[src/rtl/uart_rx_param.sv]
// Parametrised UART receiver: synchronised input, 3-sample majority per bit,
// start-glitch rejection, parity/framing/overrun flags and break handling.
`timescale 1ns/1ps
module uart_rx_param #(
    parameter int CLKS_PER_BIT = 20,
    parameter int DATA_BITS    = 8,
    parameter int PARITY       = 1,
    parameter int STOP_BITS    = 1
) (
    input  logic                 clk,
    input  logic                 reset,
    input  logic                 rx_i,
    output logic [DATA_BITS-1:0] data,
    output logic                 ready,
    input  logic                 reset_ready,
    output logic                 parity_err,
    output logic                 frame_err,
    output logic                 overrun,
    output logic                 busy
);

    localparam int CW = $clog2(CLKS_PER_BIT);
    localparam int BW = $clog2(DATA_BITS);
    localparam int H  = CLKS_PER_BIT / 2;

    localparam logic [CW-1:0] CNT_S0   = CW'(H - 1);
    localparam logic [CW-1:0] CNT_S1   = CW'(H);
    localparam logic [CW-1:0] CNT_EVAL = CW'(H + 1);
    localparam logic [CW-1:0] CNT_LAST = CW'(CLKS_PER_BIT - 1);
    localparam logic [BW-1:0] BIT_LAST = BW'(DATA_BITS - 1);
    localparam logic          STOP_LAST = (STOP_BITS == 2);
    localparam logic          PAR_ODD   = (PARITY == 2);

    typedef enum logic [2:0] {
        S_IDLE,
        S_START,
        S_DATA,
        S_PARITY,
        S_STOP,
        S_BREAK
    } state_t;

    state_t                 state_reg;
    logic [CW-1:0]          cnt_reg;
    logic [BW-1:0]          bit_idx_reg;
    logic                   stop_idx_reg;
    logic [DATA_BITS-1:0]   shift_reg;
    logic                   s0_reg;
    logic                   s1_reg;
    logic                   par_bad_reg;
    logic                   frame_bad_reg;

    logic                   rx_meta_reg;
    logic                   rxs;
    logic                   rxs_prev_reg;
    logic [1:0]             sync_valid_reg;

    logic                   fall;
    logic                   maj;
    logic                   par_bad_next;
    logic                   frame_bad_next;

    // Edge detection is held off until the synchroniser carries real line
    // samples, so a line already low when reset releases is never a start.
    always_ff @(posedge clk or negedge reset) begin
        if (!reset) begin
            rx_meta_reg    <= 1'b1;
            rxs            <= 1'b1;
            rxs_prev_reg   <= 1'b0;
            sync_valid_reg <= 2'b00;
        end else begin
            rx_meta_reg    <= rx_i;
            rxs            <= rx_meta_reg;
            rxs_prev_reg   <= sync_valid_reg[1] ? rxs : 1'b0;
            sync_valid_reg <= {sync_valid_reg[0], 1'b1};
        end
    end

    assign fall           = sync_valid_reg[1] & rxs_prev_reg & ~rxs;
    assign maj            = (s0_reg & s1_reg) | (s0_reg & rxs) | (s1_reg & rxs);
    assign par_bad_next   = maj ^ (^shift_reg) ^ PAR_ODD;
    assign frame_bad_next = frame_bad_reg | ~maj;

    always_ff @(posedge clk or negedge reset) begin
        if (!reset) begin
            state_reg     <= S_IDLE;
            cnt_reg       <= '0;
            bit_idx_reg   <= '0;
            stop_idx_reg  <= 1'b0;
            shift_reg     <= '0;
            s0_reg        <= 1'b0;
            s1_reg        <= 1'b0;
            par_bad_reg   <= 1'b0;
            frame_bad_reg <= 1'b0;
            data          <= '0;
            ready         <= 1'b0;
            parity_err    <= 1'b0;
            frame_err     <= 1'b0;
            overrun       <= 1'b0;
            busy          <= 1'b0;
        end else begin
            if (reset_ready && ready) begin
                ready      <= 1'b0;
                parity_err <= 1'b0;
                frame_err  <= 1'b0;
                overrun    <= 1'b0;
            end

            if (state_reg != S_IDLE)
                cnt_reg <= (cnt_reg == CNT_LAST) ? '0 : cnt_reg + CW'(1);
            if (cnt_reg == CNT_S0)
                s0_reg <= rxs;
            if (cnt_reg == CNT_S1)
                s1_reg <= rxs;

            case (state_reg)
                S_IDLE: begin
                    cnt_reg       <= '0;
                    bit_idx_reg   <= '0;
                    stop_idx_reg  <= 1'b0;
                    par_bad_reg   <= 1'b0;
                    frame_bad_reg <= 1'b0;
                    if (fall) begin
                        state_reg <= S_START;
                        busy      <= 1'b1;
                    end
                end
                S_START: begin
                    if (cnt_reg == CNT_EVAL && maj) begin
                        state_reg <= S_IDLE;
                        busy      <= 1'b0;
                    end else if (cnt_reg == CNT_LAST) begin
                        state_reg <= S_DATA;
                    end
                end
                S_DATA: begin
                    if (cnt_reg == CNT_EVAL)
                        shift_reg <= {maj, shift_reg[DATA_BITS-1:1]};
                    if (cnt_reg == CNT_LAST) begin
                        if (bit_idx_reg == BIT_LAST)
                            state_reg <= (PARITY == 0) ? S_STOP : S_PARITY;
                        else
                            bit_idx_reg <= bit_idx_reg + BW'(1);
                    end
                end
                S_PARITY: begin
                    if (cnt_reg == CNT_EVAL)
                        par_bad_reg <= par_bad_next;
                    if (cnt_reg == CNT_LAST)
                        state_reg <= S_STOP;
                end
                S_STOP: begin
                    if (cnt_reg == CNT_EVAL) begin
                        if (stop_idx_reg == STOP_LAST) begin
                            // Completion wins over a same-cycle acknowledge.
                            if (!ready || reset_ready) begin
                                data       <= shift_reg;
                                ready      <= 1'b1;
                                parity_err <= par_bad_reg;
                                frame_err  <= frame_bad_next;
                                overrun    <= overrun;
                            end else begin
                                overrun    <= 1'b1;
                            end
                            cnt_reg <= '0;
                            if (frame_bad_next) begin
                                state_reg <= S_BREAK;
                            end else begin
                                state_reg <= S_IDLE;
                                busy      <= 1'b0;
                            end
                        end else begin
                            frame_bad_reg <= frame_bad_next;
                            stop_idx_reg  <= 1'b1;
                        end
                    end
                end
                S_BREAK: begin
                    cnt_reg <= '0;
                    if (rxs) begin
                        state_reg <= S_IDLE;
                        busy      <= 1'b0;
                    end
                end
                default: begin
                    state_reg <= S_IDLE;
                    busy      <= 1'b0;
                end
            endcase
        end
    end

endmodule

[config.mk]
export PLATFORM = sky130hd
export DESIGN_NAME = uart_rx_param
export DESIGN_NICKNAME = d
export VERILOG_FILES = /design/src/rtl/uart_rx_param.sv
export SDC_FILE = /design/constraint.sdc
export NUM_CORES = 1
export LEC_CHECK = 0
export ABC_AREA = 1
export CORE_MARGIN = 2
export CORE_UTILIZATION = 45
export DETAILED_ROUTE_END_ITERATION = 10
export PLACE_DENSITY = 0.73
export SYNTH_ARGS = -nofsm -noshare
export SYNTH_HDL_FRONTEND = slang
export SYNTH_SLANG_ARGS = --single-unit
[constraint.sdc]
create_clock -name clk -period 1.34 [get_ports clk]
set_input_delay 0.268 -clock clk [delete_from_list [all_inputs] [get_ports clk]]
set_output_delay 0.268 -clock clk [all_outputs]
set_load 0.005 [all_outputs]
### Yosys cells after proc, flatten, opt, wreduce, memory -nomap -nowiden

Cells that the tools add are included.

| word-level totals | value |
|---|---|
| bits in registers | 42 |
| output and inout bits | 13 |
| bits of input ports | 4 |
| word-level logic and storage cells | 133 |

| operators by class | value |
|---|---|
| bitwise logic cells | 13 |
| muxes and demuxes | 55 |
| reductions and logical operators | 20 |
| add/sub/neg operators | 2 |
| equality and inequality tests | 24 |

Operator list:

| kind | count |
|---|---|
| 3-bit two-way mux | 12 |
| 1-bit two-way mux | 32 |
| 2-bit != test, second input constant | 12 |
| 5-bit two-way mux | 4 |
| 3-bit one-hot mux with 6 select lines | 1 |
| 5-bit by 4-bit == test with 1-bit output, second input constant | 3 |
| 5-bit one-hot mux with 2 select lines | 1 |
| 3-bit == test, second input constant | 3 |
| 8-bit AND reduction | 1 |
| 8-bit XOR reduction | 1 |
| 7-bit AND reduction | 1 |
| 3-bit by 2-bit == test with 1-bit output, second input constant | 2 |
| 1-bit one-hot mux with 2 select lines | 3 |
| 3-bit one-hot mux with 2 select lines | 1 |
| 2-bit AND reduction | 3 |
| 3-bit AND reduction | 2 |
| 2-bit nonzero test | 3 |
| 5-bit by 1-bit adder with 5-bit output, second input constant | 1 |
| 1-bit AND | 5 |
| 5-bit == test, second input constant | 1 |
| 1-bit one-hot mux with 5 select lines | 1 |
| 4-bit != test, second input constant | 1 |
| 1-bit inverter | 4 |
| 4-bit AND reduction | 1 |
| 11 further kinds | 15 |

### Depth between registers and ports, before layout

Gate-level depths: netlist of the first run.

| depth | value |
|---|---|
| word-level depth | 9 |
| depth in mapped cells | 11 |
| gate-level depth less buffers | 11 |

### Worst setup path before layout of the first run

OpenSTA, ideal clock, no wires.

| timing path | value |
|---|---|
| kind | flip-flop to flip-flop |
| start point | register cnt_reg[1] |
| end point | register state_reg[0] |
| library setup time | 0.117 ns |
| arrival time | 1.262 ns |
| path slack | -0.039 ns |
| path buffers | 0 |
| stages on the path, launching flop included | 11 |
| required time | 1.223 ns |
| clock period less this slack | 1.379 ns |
| cell sequence | dfrtp_1 > ha_1 > inv_1 > nor2_1 > nand2_1 > nand2_1 > nand2_2 > nor2_4 > nand3_2 > nand2_1 > nand2_1 |

| between the ends | value |
|---|---|
| longest elaborated chain between the ends | 4 |
| elaborated cells between the ends (all ways) | 10 |
| classes of those cells | eq/ne: 6; mux: 2; reduce/logical: 2 |

RTL lines:

| item | RTL line | source |
|---|---|---|
| from (decl) | 44 | `logic [CW-1:0] cnt_reg;` |
| from (signal assigned) | 110 | `cnt_reg <= (cnt_reg == CNT_LAST) ? '0 : cnt_reg + CW'(1);` |
| 5-bit by 4-bit == test with 1-bit output | 129, 153 |  |
| 1-bit logical AND | 129 | `if (cnt_reg == CNT_EVAL && maj) begin` |
| 3-bit != test (no source line) or 3-bit two-way mux (tied branches) | n/a |  |
| 8-bit AND reduction (no source line) or 3-bit one-hot mux with 6 select lines (tied branches) | n/a |  |
| to (signal assigned) | 141 | `state_reg <= (PARITY == 0) ? S_STOP : S_PARITY;` |
| to (decl) | 43 | `state_t state_reg;` |

Several ways; a longest one is shown, not always the timed one.
A chain may end at the register's enable or synchronous reset.

### Worst setup path in the final report of the first run

| timing path | value |
|---|---|
| start point | register cnt_reg[1] |
| end point | register data[6] |

| between the ends | value |
|---|---|
| longest elaborated chain between the ends | 2 |

RTL lines:

| item | RTL line | source |
|---|---|---|
| 5-bit by 4-bit == test with 1-bit output | 153 | `if (cnt_reg == CNT_EVAL) begin` |
| 4-bit AND reduction (no source line) | n/a |  |
| to (signal assigned) | 157 | `data <= shift_reg;` |
| to (decl) | 13 | `output logic [DATA_BITS-1:0] data,` |

Every way passes these cells.

==> flow_summary.yaml, run 1 <==
synthesis:
  syn_area_mm2: 0.00223
  ys_top_cells_by_area: "dfrtp_1 45%, nand2_1 13%, inv_1 4.4%, nor2_2 3.9%, ha_1 3.4%"
  synth_seq_cells: 42
  synthesis.nets: 276
  synth_largest_area_cell: "dfrtp_1"
  number_of_cells_produced_by_synthesis: 266
  synth.yosys.seq_area_share_pct: 47.3
  synth_warnings: 0
  synth_area_per_cell_um2: 8.37
  synth_top_area_share_pct: 44.9
  distinct_cell_type_count_of_the_synthesized_netlist: 28
placed_design:
  dpl-instance-area_mm2: 0.00264
  pre_cts_slack_ns: -0.199
  dp_hpwl_mm: 3.00
  gp_routability_congestion: 0.884
  buffer_ports.inserted: 16
clock_network:
  insertion_delay_ns: 0.30
  ctsLongestPathBuffers: 2
  clock_sinks: 42
  cts_tree: "done"
  clk_transition_reported_paths_ns: 0.09
  clockRootBuffer: "clkbuf_8"
  htreeDepth: 2
  inserted_clock_buffers: 5
drt:
  finalWirelength_mm: 4.34
  first_iter_violations: 88
  post-route-drc-count: 0
  route.vias.total: 1821
  drt-wirelength-per-cell_um: 10.9
  ant_nets: 0
  drtPass1Iterations: 4
  route.detailed.vias_per_inst: 4.59
setup_path:
  timing.critical_path.to: "data[6]"
  worstRegToRegCells: 8
  cp-end-kind: "register"
  worst_ep_required_time_ns: 1.57
  worst-r2r-setup-slack_ns: -0.06
  critPathLaunchType: "register"
  cp_data_arrival_time_ns: 1.64
  path_class: "register to register"
  critical_path.max_fanout: 17
  reg2reg_from: "cnt_reg[1]"
  crit_start: "cnt_reg[1]"
  crit-reg2reg-capture: "data[6]"
timing:
  layout_setup_ws_ns: -0.0608
  finalCritPeriodShare_pct: 105
  finalWorstPathRequiredPeriod_ns: 1.40
  worst_hold_slack_ns: 0.353
  maxClockFrequency_mhz: 714
  clock-skew-final_ns: 0.00708
  maxSlewViolCount: 0
  setup-violations-final: 14
  report.final.hold_viol_count: 0
  rsz0062_at_grt: "yes"
finish:
  num_antenna_cells: 0
  stdcell_area_mm2: 0.00297
  final_core_utilization_pct: 62.5
  post_route_cells_drive_above_1_share_pct: 38.5
  area.growth.synth_to_final_pct: 33.4
  num-nets-final: 339
grt:
  first_global_vias: 1710
  globalRoute.totalOverflow: 0
  grt_start_max_net_pins: 25
  grt_first_pass_wirelength_mm: 7.55
  gr-usage-all-layers_pct: 17.9
  grt_antenna_before_repair: 0
pwr:
  cellPowerDensity_mw_per_mm2: 1460
  ir_worst_vdd_uv: 709
  leakage_uw: 0.00145
hold_path:
  hold_path.startpoint: "sync_valid_reg[0]"
  timing.hold.worst.class: "register to register"
run_status:
  failed_checks: "negative setup slack"
  outcome: "finished with violations"
floorplanning:
  die_area_mm2: 0.00553
  io_pins: 17
  die-height_um: 74.4
  start_util_pct: 46.8
  chipWidth_um: 74.4
  floorplan.core_area_mm2: 0.00475
  std_cell_rows: 25
run:
  maxCapViolations: 0
==> kinds of logic after synthesis <==
| kind of cell | count (synthesis) | share of synthesized area (%) |
|---|---|---|
| AO/OA/AOI/OAI | 30 | 8.37 |
| XOR/XNOR | 3 | 1.18 |
| adder cells (fa/ha/maj) | 6 | 3.37 |
| buffers and inverters | 38 | 7.70 |
| flip-flops | 42 | 47.3 |
| other | 1 | 0.168 |
| AND/OR/NAND/NOR | 146 | 31.9 |
==> worst min path at each step <==
stage,endpoint,slack [ns],cells past startpoint
2_1_floorplan,bit_idx_reg[0],-0.03,0
3_3_place_gp,cnt_reg[2],0.25,2
3_5_place_dp,cnt_reg[2],0.25,2
4_1_cts,sync_valid_reg[1],0.36,0
5_1_grt,rx_meta_reg,0.37,1
6_report,sync_valid_reg[1],0.35,0
==> Yosys cell counts (all sizes together) <==
cell type / n
o211ai: 1
nand2: 88
ha: 6
buf: 4
o21ai: 21
inv: 34
a21oi: 8
dfrtp: 40
conb: 1
nor2: 36
nand3: 14
xor2: 3
nor3: 3
dfstp: 2
nand4: 5
==> what timing repair did <==
| item | in CTS | in global routing |
|---|---|---|
| hold buffers | 1 | 0 |
| gates cloned | 0 | 1 |
| gates resized for setup | 31 | 22 |
| endpoints found under the hold margin | 40 | 0 |
| endpoints found under the setup margin | 46 | 33 |
| pin swaps | 6 | 16 |
| setup buffers | 10 | 7 |
==> layer usage <==
metal / vias to the layer above / wire length [µm] / GRT usage, %
li1: 960 / - / -
met1: 836 / 2100 / 23.6
met2: 20 / 2050 / 28.9
met3: 5 / 120 / 4.47
met4: 0 / 67 / 6.55
met5: - / 0 / 0
==> power breakdown <==
group | total, µW | switching (µW) | internal, µW
logic | 1960 | 1090 | 871
registers | 1530 | 117 | 1420
clock network | 839 | 473 | 367
total | 4330 | 1680 | 2650
==> layout make-up <==
cell class / count / area (µm²)
inverter: 34 / 133
tap: 67 / 83.8
timing repair buffer: 59 / 484
sequential: 42 / 1050
clock inverter: 3 / 21.3
fill: 391 / 1780
clock buffer: 5 / 68.8
multi-input combinational: 187 / 1120
==> worst max-delay path, cell delays in order, from the launching register on <==
cell,delay (ns)
dfrtp_1,0.37
ha_2,0.20
nand2_2,0.07
nor2_4,0.13
nand3_4,0.11
nor2_4,0.14
buf_12,0.18
nor2_2,0.04
a21oi_2,0.09
==> cells in the final DEF (no fill, tap or decap), types with 7 or more instances in the layout <==
| cell type | synthesis | routed |
|---|---|---|
| nor2_2 | 14 | 13 |
| nand2_2 | 8 | 15 |
| nand3_1 | 12 | 9 |
| dfrtp_1 | 40 | 39 |
| a21oi_2 | 7 | 7 |
| o21ai_1 | 12 | 14 |
| inv_2 | 7 | 10 |
| buf_4 | 1 | 39 |
| dlygate4sd2_1 | 0 | 13 |
| inv_1 | 26 | 22 |
| nor2_4 | 4 | 7 |
| nor2_1 | 17 | 15 |
| nand2_1 | 80 | 71 |
==> through the flow <==
step                std cells  TNS, ns  power, µW
floorplan                 266   -0.151       2610
global placement          372    -1.37       3240
detailed placement        372    -1.90       3270
CTS                       390   -0.873       4230
global route              397    -2.74       4630
finish                    397   -0.680       4330
No activity file was read; power rests on OpenSTA's default activity.
==> run 2, diff against run 1 <==
Settings changed: PLACE_DENSITY 0.73 to 0.67.
==> flow_summary.yaml, run 2 (same netlist as run 1, synthesis figures left out) <==
grt:
  grt_start_max_net_pins: 28
  globalRoute.totalOverflow: 0
  grt_first_pass_wirelength_mm: 7.65
  first_global_vias: 1774
  grt_antenna_before_repair: 0
  gr-usage-all-layers_pct: 18.0
timing:
  clock-skew-final_ns: 0.00549
  report.final.hold_viol_count: 0
  finalWorstPathRequiredPeriod_ns: 1.46
  maxClockFrequency_mhz: 686
  rsz0062_at_grt: "yes"
  setup-violations-final: 19
  layout_setup_ws_ns: -0.118
  maxSlewViolCount: 0
  finalCritPeriodShare_pct: 109
finish:
  post_route_cells_drive_above_1_share_pct: 40.6
  num_antenna_cells: 0
  layout.cells.most_common_list: "69 x nand2_1, 39 x dfrtp_1, 38 x buf_4, 21 x inv_1, 16 x nand2_2"
  area.growth.synth_to_final_pct: 41.0
  finish.cell_count_without_fillers: 402
  final_common_cell: "nand2_1"
  num-nets-final: 344
clock_network:
  inserted_clock_buffers: 5
  ctsLongestPathBuffers: 2
  clk_transition_reported_paths_ns: 0.08
  insertion_delay_ns: 0.29
  clock_sinks: 42
  clockRootBuffer: "clkbuf_8"
  cts_tree: "done"
  htreeDepth: 2
run:
  maxCapViolations: 0
drt:
  route.detailed.vias_per_inst: 4.72
  drt-wirelength-per-cell_um: 11.7
  ant_nets: 0
  post-route-drc-count: 0
  finalWirelength_mm: 4.69
  first_iter_violations: 74
  drtPass1Iterations: 4
  route.vias.total: 1898
placed_design:
  dp_hpwl_mm: 3.07
  buffer_ports.inserted: 16
  gp_routability_congestion: 0.812
  cell_total_after_placement: 372
floorplanning:
  die-height_um: 74.4
  start_util_pct: 46.8
  io_pins: 17
  die_area_mm2: 0.00553
  std_cell_rows: 25
  chipWidth_um: 74.4
  floorplan.core_area_mm2: 0.00475
setup_path:
  cp_data_arrival_time_ns: 1.69
  path_class: "register to register"
  critical_path.max_fanout: 5
  cp-end-kind: "register"
  critPathLaunchType: "register"
  worstRegToRegCells: 9
  worst_ep_required_time_ns: 1.57
pwr:
  leakage_uw: 0.00151
  finalPower_uw: 4710
  cellPowerDensity_mw_per_mm2: 1500
  ir_worst_vdd_uv: 996
run_status:
  outcome: "finished with violations"
  failed_checks: "negative setup slack"
hold_path:
  timing.hold.worst.class: "register to register"
  min_delay_path_depth: 0
==> run 2: changes by cell type in the layout (fill, tap and decap cells not counted), moves of 2 or more <==
| cell | delta |
|---|---|
| nor2_1 | -2 |
| nand2_1 | -2 |
| buf_6 | +3 |
| buf_12 | +2 |
| nor2_4 | +5 |
| nor2_2 | -3 |
==> run 2: metrics by stage <==
step	util, %	hold slack, ns	setup TNS [ns]	area, µm²	worst slack [ns]
after CTS	61.9	0.356	-1.45	2940	-0.0988
final	66.1	0.353	-1.41	3140	-0.118
after detailed placement	56.1	0.211	-2.09	2670	-0.141
after floorplan	-	-0.0276	-0.151	2230	-0.0385
after global routing	66.1	0.370	-3.46	3140	-0.200
after global placement	56.1	0.207	-1.33	2670	-0.0884
==> run 2: area by class of cell <==
cell class	count	area, µm²
Clock buffer	6	72.6
Sequential cell	42	1050
Timing Repair Buffer	65	603
Multi-Input combinational cell	186	1150
Inverter	34	135
Fill cell	391	1610
Tap cell	67	83.8
Clock inverter	2	37.5
==> run 2: where the power goes <==
part           internal [µW]  switching [µW]
Clock                    556             434
Sequential              1420             130
Combinational           1000            1180
Total                   2970            1740
==> run 2: worst paths after layout <==
check | end | from | slack, ns
max reg2reg | data[5] | cnt_reg[1] | -0.12
min in group asynchronous | cnt_reg[2] | reset | 0.42
max | data[5] | cnt_reg[1] | -0.12
min | sync_valid_reg[1] | sync_valid_reg[0] | 0.35
max in group asynchronous | state_reg[2] | reset | 0.46
min reg2reg | sync_valid_reg[1] | sync_valid_reg[0] | 0.35
==> run 2: critical path, cell delays in order, from the launching register on <==
cell       delay (ns)
dfrtp_1          0.36
ha_2             0.20
nand2_2          0.07
nor2_4           0.13
nand3_4          0.12
nor2_4           0.12
buf_6            0.13
clkbuf_16        0.14
nor2_2           0.04
a21oi_2          0.09
==> run 2: what timing repair did <==
action                                  in CTS  in global routing
hold endpoints to repair                    13                  0
endpoints found under the setup margin      45                 33
setup buffers                               15                  5
gates cloned                                 1                  1
pin swaps                                   12                 15
hold buffers                                 1                  0
resized for setup                           31                 38
==> run 2: routing by layer <==
metal	routed length, µm	global-route usage (%)	up-vias
met4	70	6.94	0
met2	2320	30.6	21
met5	0	0	-
li1	-	-	970
met3	99	2.85	7
met1	2200	23.2	900
==> run 3, diff against run 2 <==
Settings changed: CAP_MARGIN set to 25, DONT_BUFFER_PORTS set to 1, PLACE_DENSITY 0.67 to not set.
==> flow_summary.yaml, run 3 (same netlist as run 1, synthesis figures left out) <==
drt:
  route.vias.total: 1691
  drtPass1Iterations: 4
  finalWirelength_mm: 4.30
  ant_nets: 0
  first_iter_violations: 99
  drt-wirelength-per-cell_um: 11.6
  route.detailed.vias_per_inst: 4.58
  post-route-drc-count: 0
timing:
  layout_setup_ws_ns: -0.0871
  setup-violations-final: 17
  maxSlewViolCount: 0
  worst_hold_slack_ns: 0.192
  maxClockFrequency_mhz: 701
  rsz0062_at_grt: "yes"
  finalWorstPathRequiredPeriod_ns: 1.43
  report.final.hold_viol_count: 0
  clock-skew-final_ns: 0.00818
  finalCritPeriodShare_pct: 107
pwr:
  seq_power_share_pct: 37.6
  p_sw_share_pct: 38.3
  ir_worst_vdd_uv: 942
  leakage_uw: 0.00132
  combinationalPowerShare_pct: 43.2
  pwr-share-clk_pct: 19.2
  power.internal_uw: 2540
  cellPowerDensity_mw_per_mm2: 1490
  net-switching-power_uw: 1580
setup_path:
  critical_path.max_fanout: 8
  critPathLaunchType: "register"
  crit_path_frequent_cell: "nor2_4"
  cp_data_arrival_time_ns: 1.66
  crit_path_max_incr_delay_ns: 0.36
  cp-end-kind: "register"
  worstPathCellList: "ha_2, nand2_2, nor2_4, nand3_4, nor2_4, buf_12, nor2_2, a21oi_2"
  worst_ep_required_time_ns: 1.57
  path_class: "register to register"
  cpMaxStageDelayCell: "dfrtp_1"
placed_design:
  dpl-instance-area_mm2: 0.00245
  buffer_ports.inserted: 0
  dp_hpwl_mm: 3.08
  cell_total_after_placement: 351
  pre_cts_slack_ns: -0.0662
  gp_routability_congestion: 0.805
grt:
  globalRoute.totalOverflow: 0
  grt_first_pass_wirelength_mm: 7.10
  first_global_vias: 1590
  grt_antenna_before_repair: 0
  gr-usage-all-layers_pct: 17.1
  grt_start_max_net_pins: 43
finish:
  num_antenna_cells: 0
  finish.cell_count_without_fillers: 369
  stdcell_area_mm2: 0.00276
  num-nets-final: 311
  area.growth.synth_to_final_pct: 24.1
  final_core_utilization_pct: 58.1
  layout.cells.most_common_list: "72 x nand2_1, 40 x dfrtp_1, 26 x buf_4, 20 x inv_1, 15 x nor2_1"
  post_route_cells_drive_above_1_share_pct: 36.1
  final_common_cell: "nand2_1"
floorplanning:
  start_util_pct: 46.8
  std_cell_rows: 25
  die-height_um: 74.4
  chipWidth_um: 74.4
  die_area_mm2: 0.00553
  floorplan.core_area_mm2: 0.00475
  io_pins: 17
run_status:
  outcome: "finished with violations"
  failed_checks: "negative setup slack"
clock_network:
  clockRootBuffer: "clkbuf_8"
  htreeDepth: 2
  insertion_delay_ns: 0.29
  ctsLongestPathBuffers: 2
  inserted_clock_buffers: 5
  clk_transition_reported_paths_ns: 0.08
  clock_sinks: 42
  cts_tree: "done"
hold_path:
  timing.hold.worst.class: "primary input to register"
run:
  maxCapViolations: 0
==> run 3: routing by layer <==
metal | GRT usage, % | routed length (µm)
met1 | 23.3 | 2040
met2 | 27.0 | 2020
met3 | 4.20 | 172
met4 | 5.36 | 60
met5 | 0 | 0
==> run 3: metrics by stage <==
step	TNS [ns]	power, µW
6_report	-0.942	4120
2_1_floorplan	-0.151	2610
5_1_grt	-3.47	4440
3_5_place_dp	-0.739	3090
4_1_cts	-1.13	3980
3_3_place_gp	-0.682	3090
==> run 3: critical path, delay by kind of cell (launching register included) <==
family	cells	cell delay, ns
and+or+nand+nor	5	0.54
DFF	1	0.36
adders and majority gates	1	0.20
buffers and inverters	1	0.17
AOI/OAI and AO/OA	1	0.10
==> run 3: area by class of cell <==
type	count	area (µm²)
inverters	34	133
flip-flops and latches	42	1050
clock buffers	6	72.6
repair buffers	32	292
well taps	67	83.8
multi-input cells	186	1120
fillers	451	1990
clock inverters	2	13.8
==> run 3: power by group through the flow <==
stage | Combinational, µW | Clock (µW) | Sequential [µW]
CTS | 1610 | 834 | 1530
detailed placement | 1540 | 0 | 1560
floorplan | 1060 | 0 | 1550
finish | 1780 | 792 | 1550
global route | 1990 | 887 | 1570
global placement | 1540 | 0 | 1550
==> run 3: timing repair <==
action                                 4_1_cts  5_1_grt
setup endpoints to repair                   22       34
cloned                                       0        1
hold buffers                                 3        0
endpoints found under the hold margin       43        0
resized for setup                            2       36
pin swaps                                    3       19
setup buffers                                2        5
==> run 3: worst paths after layout <==
| kind | from | endpoint | slack, ns | cells after the start |
|---|---|---|---|---|
| hold / removal | reset_ready | ready | 0.19 | 3 |
| setup / recovery | cnt_reg[1] | data[6] | -0.09 | 8 |
| setup reg to reg | cnt_reg[1] | data[6] | -0.09 | 8 |
| hold reg to reg | sync_valid_reg[0] | sync_valid_reg[1] | 0.36 | 0 |
| min in group asynchronous | reset | busy | 0.46 | 2 |
| max in group asynchronous | reset | rxs | 0.62 | 2 |
